File: config.mk
export PLATFORM = sky130hd
export DESIGN_NAME = keypad_scan_flat
export DESIGN_NICKNAME = d
export VERILOG_FILES = /design/src/rtl/keypad_scan_if.sv /design/src/rtl/keypad_scan.sv /design/src/flat_wrapper.sv
export SDC_FILE = /design/constraint.sdc
export NUM_CORES = 1
export LEC_CHECK = 0
export CAP_MARGIN = 40
export CORE_ASPECT_RATIO = 1.1
export CORE_MARGIN = 4
export CORE_UTILIZATION = 50
export DETAILED_ROUTE_END_ITERATION = 16
export PLACE_DENSITY_LB_ADDON = 0.25
export SYNTH_ARGS = -nofsm -noshare
export SYNTH_HDL_FRONTEND = slang
export SYNTH_SLANG_ARGS = --single-unit
File: constraint.sdc
create_clock -name clk -period 2.55 [get_ports clk]
set_input_delay 0.255 -clock clk [delete_from_list [all_inputs] [get_ports clk]]
set_output_delay 0.255 -clock clk [all_outputs]
set_load 0.005 [all_outputs]
File: src/rtl/keypad_scan_if.sv
// keypad_scan_if: groups the keypad matrix lines and the decoded-key outputs.
//   col       : keypad column sense, active-low, asynchronous to clk
//   clr       : synchronous clear of hex_out (one-cycle pulse)
//   row       : keypad row drive, active-low one-hot
//   key_valid : one-cycle strobe, new key accepted
//   key_code  : code of the last accepted key
//   hex_out   : last 8 accepted digits, newest in [3:0]
// master = environment side (keypad, clear source); slave = keypad_scan itself.
interface keypad_scan_if;
    logic [3:0]  col;
    logic        clr;
    logic [3:0]  row;
    logic        key_valid;
    logic [3:0]  key_code;
    logic [31:0] hex_out;

    modport master (
        output col,
        output clr,
        input  row,
        input  key_valid,
        input  key_code,
        input  hex_out
    );

    modport slave (
        input  col,
        input  clr,
        output row,
        output key_valid,
        output key_code,
        output hex_out
    );
endinterface

File: src/rtl/keypad_scan.sv
// keypad_scan: scans a 4x4 active-low matrix keypad, debounces press and release,
// and emits a hex key code with a one-cycle strobe. Accepted digits are shifted
// into a 32-bit word that feeds a seven-segment display driver.
// Ports:
//   clk  : system clock
//   rstn : asynchronous active-low reset
//   kp   : keypad_scan_if.slave (col, clr in; row, key_valid, key_code, hex_out out)
// Parameters:
//   N  : clk cycles per scan tick (>= 4)
//   DB : consecutive scan ticks a key state must hold to be accepted (>= 1)
module keypad_scan #(
    parameter int unsigned N  = 100000,
    parameter int unsigned DB = 20
) (
    input  logic         clk,
    input  logic         rstn,
    keypad_scan_if.slave kp
);

    localparam int unsigned DW = $clog2(N);
    localparam int unsigned CW = $clog2(DB + 1);

    typedef enum logic [1:0] {StScan, StDebounce, StHeld} state_e;

    state_e          state_q;
    logic [DW-1:0]   div_q;
    logic [CW-1:0]   cnt_q;
    logic [3:0]      sync_q;   // first synchronizer stage
    logic [3:0]      cs_q;     // synchronized column sense
    logic [1:0]      r_q;
    logic [3:0]      row_q;
    logic [3:0]      pat_q;    // column pattern latched on entry to debounce
    logic [1:0]      c_q;
    logic            key_valid_q;
    logic [3:0]      key_code_q;
    logic [31:0]     hex_q;

    logic            tick;
    logic            single;
    logic [1:0]      c;
    logic [3:0]      code;

    assign tick = (div_q == DW'(N - 1));

    // Exactly one column low counts as a key; anything else is treated as no key.
    always_comb begin
        single = 1'b1;
        c      = 2'd0;
        case (cs_q)
            4'b1110: c = 2'd0;
            4'b1101: c = 2'd1;
            4'b1011: c = 2'd2;
            4'b0111: c = 2'd3;
            default: single = 1'b0;
        endcase
    end

    // In SCAN the key is accepted straight away only when DB == 1.
    always_comb begin
        code = (state_q == StScan) ? {r_q, c} : {r_q, c_q};
    end

    always_ff @(posedge clk or negedge rstn) begin
        if (!rstn) begin
            state_q     <= StScan;
            div_q       <= '0;
            cnt_q       <= '0;
            sync_q      <= 4'b1111;
            cs_q        <= 4'b1111;
            r_q         <= 2'd0;
            row_q       <= 4'b1110;
            pat_q       <= 4'b1111;
            c_q         <= 2'd0;
            key_valid_q <= 1'b0;
            key_code_q  <= 4'd0;
            hex_q       <= '0;
        end else begin
            sync_q      <= kp.col;
            cs_q        <= sync_q;
            key_valid_q <= 1'b0;
            div_q       <= tick ? '0 : div_q + DW'(1);

            if (tick) begin
                case (state_q)
                    StScan: begin
                        if (single) begin
                            pat_q <= cs_q;
                            c_q   <= c;
                            if (DB == 1) begin
                                key_valid_q <= 1'b1;
                                key_code_q  <= code;
                                hex_q       <= {hex_q[27:0], code};
                                cnt_q       <= '0;
                                state_q     <= StHeld;
                            end else begin
                                cnt_q   <= CW'(1);
                                state_q <= StDebounce;
                            end
                        end else begin
                            r_q   <= r_q + 2'd1;
                            row_q <= {row_q[2:0], row_q[3]};
                        end
                    end
                    StDebounce: begin
                        if (cs_q == pat_q) begin
                            if (cnt_q == CW'(DB - 1)) begin
                                key_valid_q <= 1'b1;
                                key_code_q  <= code;
                                hex_q       <= {hex_q[27:0], code};
                                cnt_q       <= '0;
                                state_q     <= StHeld;
                            end else begin
                                cnt_q <= cnt_q + CW'(1);
                            end
                        end else begin
                            // Bounce: rescan the same row.
                            cnt_q   <= '0;
                            state_q <= StScan;
                        end
                    end
                    StHeld: begin
                        if (cs_q == 4'b1111) begin
                            if (cnt_q == CW'(DB - 1)) begin
                                cnt_q   <= '0;
                                state_q <= StScan;
                                r_q     <= r_q + 2'd1;
                                row_q   <= {row_q[2:0], row_q[3]};
                            end else begin
                                cnt_q <= cnt_q + CW'(1);
                            end
                        end else begin
                            cnt_q <= '0;
                        end
                    end
                    default: state_q <= StScan;
                endcase
            end

            // Clear overrides any shift applied in the same cycle.
            if (kp.clr) begin
                hex_q <= '0;
            end
        end
    end

    assign kp.row       = row_q;
    assign kp.key_valid = key_valid_q;
    assign kp.key_code  = key_code_q;
    assign kp.hex_out   = hex_q;

endmodule

File: src/flat_wrapper.sv
// flat-port wrapper written by rule: the top's interface ports become plain ports
module keypad_scan_flat 
#(
    parameter int unsigned N  = 100000,
    parameter int unsigned DB = 20
)
  (clk, rstn, kp_col, kp_clr, kp_row, kp_key_valid, kp_key_code, kp_hex_out);
  keypad_scan_if kp_i ();
  input  logic clk;
  input  logic rstn;
  input wire logic [$bits(kp_i.col)-1:0] kp_col;
  input wire logic [$bits(kp_i.clr)-1:0] kp_clr;
  output wire logic [$bits(kp_i.row)-1:0] kp_row;
  output wire logic [$bits(kp_i.key_valid)-1:0] kp_key_valid;
  output wire logic [$bits(kp_i.key_code)-1:0] kp_key_code;
  output wire logic [$bits(kp_i.hex_out)-1:0] kp_hex_out;
  assign kp_i.col = kp_col;
  assign kp_i.clr = kp_clr;
  assign kp_row = kp_i.row;
  assign kp_key_valid = kp_i.key_valid;
  assign kp_key_code = kp_i.key_code;
  assign kp_hex_out = kp_i.hex_out;
  keypad_scan #(.N(N), .DB(DB)) u_core (.clk(clk), .rstn(rstn), .kp(kp_i));
endmodule
# Word-level counts from Yosys, hierarchy flattened
# Cells that the tools add are included.
classes:
  n_addsub: 3
  n_mul: 0
  n_div: 0
  n_lt_le_gt_ge: 0
  eq_ne: 15
  shifts: 0
  muxes: 32
  bitwise: 0
  reduce_logical: 14
ops:
  columns: ["operator", "count"]
  rows:
  - ["two-way mux 32 bit", 5]
  - ["two-way mux 5 bit", 4]
  - ["two-way mux 2 bit", 9]
  - ["adder 17 x 1 -> 17 bit, second input constant", 1]
  - ["equality test 17 bit, second input constant", 1]
  - ["two-way mux 17 bit", 1]
  - ["equality test 4 bit, second input constant", 4]
  - ["case mux 5 bit (3 select lines)", 1]
  - ["two-way mux 4 bit", 3]
  - ["case mux 2 bit (3 select lines)", 2]
  - ["AND reduction 5 bit", 2]
  - ["nonzero test 2 bit", 5]
  - ["case mux 4 bit (2 select lines)", 1]
  - ["AND reduction 4 bit", 2]
  - ["inequality test 2 x 1 -> 1 bit, second input constant", 3]
  - ["AND reduction 3 bit", 2]
  - ["adder 5 x 1 -> 5 bit, second input constant", 1]
  - ["equality test 5 bit, second input constant", 1]
  - ["two-way mux 1 bit", 5]
  - ["equality test 4 x 3 -> 1 bit, second input constant", 1]
  - ["equality test 4 bit", 1]
  - ["case mux 2 bit (2 select lines)", 1]
  - ["OR reduction 4 bit", 1]
  - ["inequality test 3 bit, second input constant", 1]
  - ["other kinds (6)", 6]
word_totals:
  reg_bits: 81
  latchBits: 0
  ram_bits: 0
  romBits: 0
  in_bits: 7
  out_inout_bits: 41
  wordCells: 76
  n_memories: 0

# Logic depth before layout (Yosys ltp)
logic_depth:
  word_depth: 8
  ltp_mapped: 8
  depth_no_buf: 7

# Worst setup path after synthesis
# No wires, ideal clock.
synth_timing:
  kind: "register to register"
  from: "register u_core.div_q[11]"
  to: "register u_core.hex_q[22], in the netlist u_core.kp.hex_out[22]"
  setup_time_ps: 147
  arrival_time_ps: 2318
  required_time_ps: 2403
  slack_ps: 85
  path_stages_with_launch: 8
  n_path_buf: 2
  synth_period_minus_slack_ps: 2465
  path_cell_list: "dfrtp_1 > or4b_1 > or4_4 > or4_1 > buf_2 > buf_6 > nand2_2 > a21oi_2"
synth_between:
  elab_chain_cells: 3
synth_lines:
  columns: ["element", "line", "rtl"]
  rows:
  - ["start: declaration", "keypad_scan.sv:26", "logic [DW-1:0] div_q;"]
  - ["start signal: assignment", "keypad_scan.sv:81", "div_q <= tick ? '0 : div_q + DW'(1);"]
  - ["equality test 17 bit", "keypad_scan.sv:43", "assign tick = (div_q == DW'(N - 1));"]
  - ["nonzero test 2 bit (no source line)", null, null]
  - ["AND reduction 4 bit (no source line)", null, null]
  - ["end signal: assignment", "keypad_scan.sv:92", "hex_q <= {hex_q[27:0], code};"]
  - ["end signal: assignment", "keypad_scan.sv:109", "hex_q <= {hex_q[27:0], code};"]
  - ["end: declaration", "keypad_scan.sv:36", "logic [31:0] hex_q;"]
# No other way between the ends.
# A chain may end at the register's enable or synchronous reset.

# Final worst setup path
layout_timing:
  from: "register u_core.div_q[11]"
  to: "register u_core.hex_q[24], in the netlist u_core.kp.hex_out[24]"
# Same word-level chain as after synthesis.

==> flow_summary.yaml <==
clock_network:
  cts.sinks: 81
  cts_tree: "yes"
  clk_latency_ns: 0.35
  post_cts_buffers: 0
  cts_root_buf: "clkbuf_8"
  cts_buffers: 9
  htreeDepth: 3
  path_clk_slew_ns: 0.08
  cts.path.max_buffers: 2
drt:
  vias_per_cell: 5.38
  drt_iter0_drc: 88
  drt-total-wl_um: 7230
  drtAntennaViolNets: 0
  wire_per_inst_um: 14.7
  drc: 0
  first_pass_iters: 4
  via_count: 2650
global_route:
  grt_pass1_vias: 2629
  antenna_found_initial: 0
  grt_use_met3: 0.0431
  grt_pass1_wl_um: 12600
  grt_overflow: 0
  grtUsageTotal: 0.174
  top_usage_layer: "met2"
  grtUsageMet2: 0.282
  grt_util_met1: 0.228
  grt_max_degree: 59
pwr:
  p_leak_nw: 1.86
  power_density_nw_per_um2: 506
  max-vdd-ir-drop_v: 0.000258
  seqPwrFrac: 0.567
  p_sw_uw: 521
  pwr-share-clk: 0.402
  internal-power_mw: 1.78
  p_comb_frac: 0.031
  switching_share: 0.227
setup_path:
  r2r_end: "u_core.kp.hex_out[24]"
  critPathArrivalTime_ns: 2.65
  startpoint_type: "register"
  path_cells: "or4b_1, or4_4, or4_1, buf_12, nand2_2, a21oi_2"
  reg2reg_depth: 6
  worstSetupPathType: "register to register"
  cp.required_ns: 2.76
  cp-end-kind: "register"
  critical_path.max_stage_delay_ns: 0.60
  slowest_stage: "or4_1"
  path_buf_inv: 1
  r2r_start: "u_core.div_q[11]"
  r2r_slack_ns: 0.11
  path_delay_family: "simple AND/OR/NAND/NOR gates"
  cp_max_fo: 32
logic_synthesis:
  yosys.area_share.adder: 0.0202
  syn_inst: 346
  synth_seq_area_share: 0.551
  ys_seq_elements: 81
  yosys_warnings: 0
  synthDistinctLibCells: 43
  synthMuxAreaShare: 0.0357
  yosys.area_share.simple: 0.206
  synth_nets: 359
  synth_top_family_by_area: "simple AND/OR/NAND/NOR gates"
  synth_compound_area_frac: 0.105
  avgSynthCellArea_sq_um: 10.7
  synth-xor-area-share: 0.0448
  netlist_area_sq_um: 3710
worst_hold_path:
  min_path_type: "primary input to asynchronous set/reset pin"
sta:
  slew_violations: 0
  setup_ws_ns: 0.111
  worst_slew_pin_slew_ns: 0.676
  hold_ws_ns: 0.303
  skew_ns: 0.0118
  hold_viol: 0
  rsz0062_at_grt: "false"
  slew_headroom: 0.548
  finalSetupTns_ns: 0
  max_freq_mhz: 410
  finalCritPeriodShare: 0.957
  setup_violations: 0
  finalCriticalPeriod_ns: 2.44
place:
  dp_slack_ns: 0.106
  placed_cells: 476
  port-buffer-count: 47
  place_congestion: 0.771
  placed_area_sq_um: 4340
  hpwl_um: 4970
final_layout:
  final_common_cell: "dfrtp_1"
  fillers: 567
  multiInputGateArea_sq_um: 1530
  nets: 416
  design_area_sq_um: 4550
  syn2layout_area_growth_pct: 22.5
  final_cell_mix: "dfrtp_1 (66), nand2_1 (60), clkdlybuf4s50_1 (46)"
  n_antenna_cell: 0
  regArea_sq_um: 2050
  final_cells: 493
  layout-drive-gt1-share: 0.238
floorplan:
  io_pins: 48
  core_area_sq_um: 7130
  die_y_um: 98.4
  rows: 32
  die-area_sq_um: 8870
  die_width_um: 90.2
  initial_core_util: 0.521
flow_run:
  drv_cap: 0
status:
  outcome: "completed"
-- area by class of cell --
cell class / count / share of cell area
Inverter: 9 / 0.00743
Tap cell: 85 / 0.0234
Clock inverter: 6 / 0.0149
Sequential cell: 81 / 0.450
Clock buffer: 10 / 0.0281
Timing Repair Buffer: 61 / 0.139
Multi-Input combinational cell: 241 / 0.337
-- Yosys cell counts (all sizes together) --
library cell  count  area share
or4b              1      0.0027
dfstp            15        0.11
o21ai            12       0.016
nor4b             1      0.0024
ha                6       0.020
and2              1      0.0017
or4               4      0.0091
nor3              4      0.0067
clkbuf            8      0.0081
nand3            13       0.018
nor2             11       0.011
mux2             10       0.030
nor4              3      0.0091
nand2            78       0.091
dfrtp            66        0.44
inv               9      0.0091
mux2i             2      0.0054
nand4bb           3      0.0091
a21oi            39       0.071
o22ai             2      0.0034
xnor2            13       0.031
a22o              2      0.0047
nor2b             1      0.0017
a31oi             1      0.0017
o2111ai           1      0.0024
a211o             1      0.0024
buf               7       0.020
nand4             6       0.010
nand4b            2      0.0047
and4              3      0.0071
and3              4      0.0067
or3               3      0.0051
o21a              1      0.0020
or2               4      0.0067
nand2b            2      0.0034
o21bai            1      0.0020
xor2              6       0.014
-- metrics by stage --
step	total power, mW	utilization
2_1_floorplan	1.35	-
3_3_place_gp	1.39	0.605
3_5_place_dp	1.40	0.609
4_1_cts	2.33	0.638
5_1_grt	2.40	0.638
6_report	2.30	0.638
-- worst max-delay path by stage --
| stage | slack [ns] | end | cells after the start | start |
|---|---|---|---|---|
| floorplan | 0.08 | u_core.kp.hex_out[22] | 7 | u_core.div_q[11] |
| global placement | 0.15 | u_core.kp.hex_out[29] | 6 | u_core.div_q[11] |
| detailed placement | 0.11 | u_core.kp.hex_out[22] | 6 | u_core.div_q[11] |
| CTS | 0.08 | u_core.kp.hex_out[24] | 7 | u_core.div_q[0] |
| global route | 0.01 | u_core.kp.hex_out[28] | 6 | u_core.div_q[7] |
| finish | 0.11 | u_core.kp.hex_out[24] | 6 | u_core.div_q[11] |
-- routing by layer --
layer / routed length [um] / vias to the layer above
met2: 3510 / 51
li1: - / 1295
met4: 101 / 0
met3: 300 / 9
met5: 0 / -
met1: 3320 / 1295
-- kinds of logic after synthesis --
group	Yosys count
AO/OA/AOI/OAI	60
XOR/XNOR	19
adder cells (fa/ha/maj)	6
buffers and inverters	24
flip-flops	81
multiplexers	12
AND/OR/NAND/NOR	144
-- worst register-to-register path: stages, from the launching register on --
cell	delay, ns
dfrtp_1	0.38
or4b_1	0.54
or4_4	0.43
or4_1	0.60
buf_12	0.22
nand2_2	0.09
a21oi_2	0.05
-- power groups by stage --
stage	Combinational (mW)	Sequential [mW]	Clock, mW
2_1_floorplan	0.0278	1.32	0
3_3_place_gp	0.0663	1.33	0
3_5_place_dp	0.0725	1.33	0
4_1_cts	0.0740	1.30	0.950
5_1_grt	0.0807	1.30	1.02
6_report	0.0713	1.30	0.924
-- repair_timing --
item,in CTS,in global routing
resized for setup,0,1
hold endpoints to repair,12,0
hold buffers,1,0
setup endpoints to repair,0,14
-- flip-flops by register name, indices dropped and copies added, names as in the netlist --
register             count
u_core.div_q            17
u_core.cnt_q             5
u_core.cs_q              4
u_core.kp.key_valid      1
u_core.kp.hex_out       32
u_core.kp.row            4
u_core.pat_q             4
u_core.r_q               2
u_core.kp.key_code       4
u_core.sync_q            4
u_core.c_q               2
u_core.state_q           2
Power figures use the tool's default switching activity.
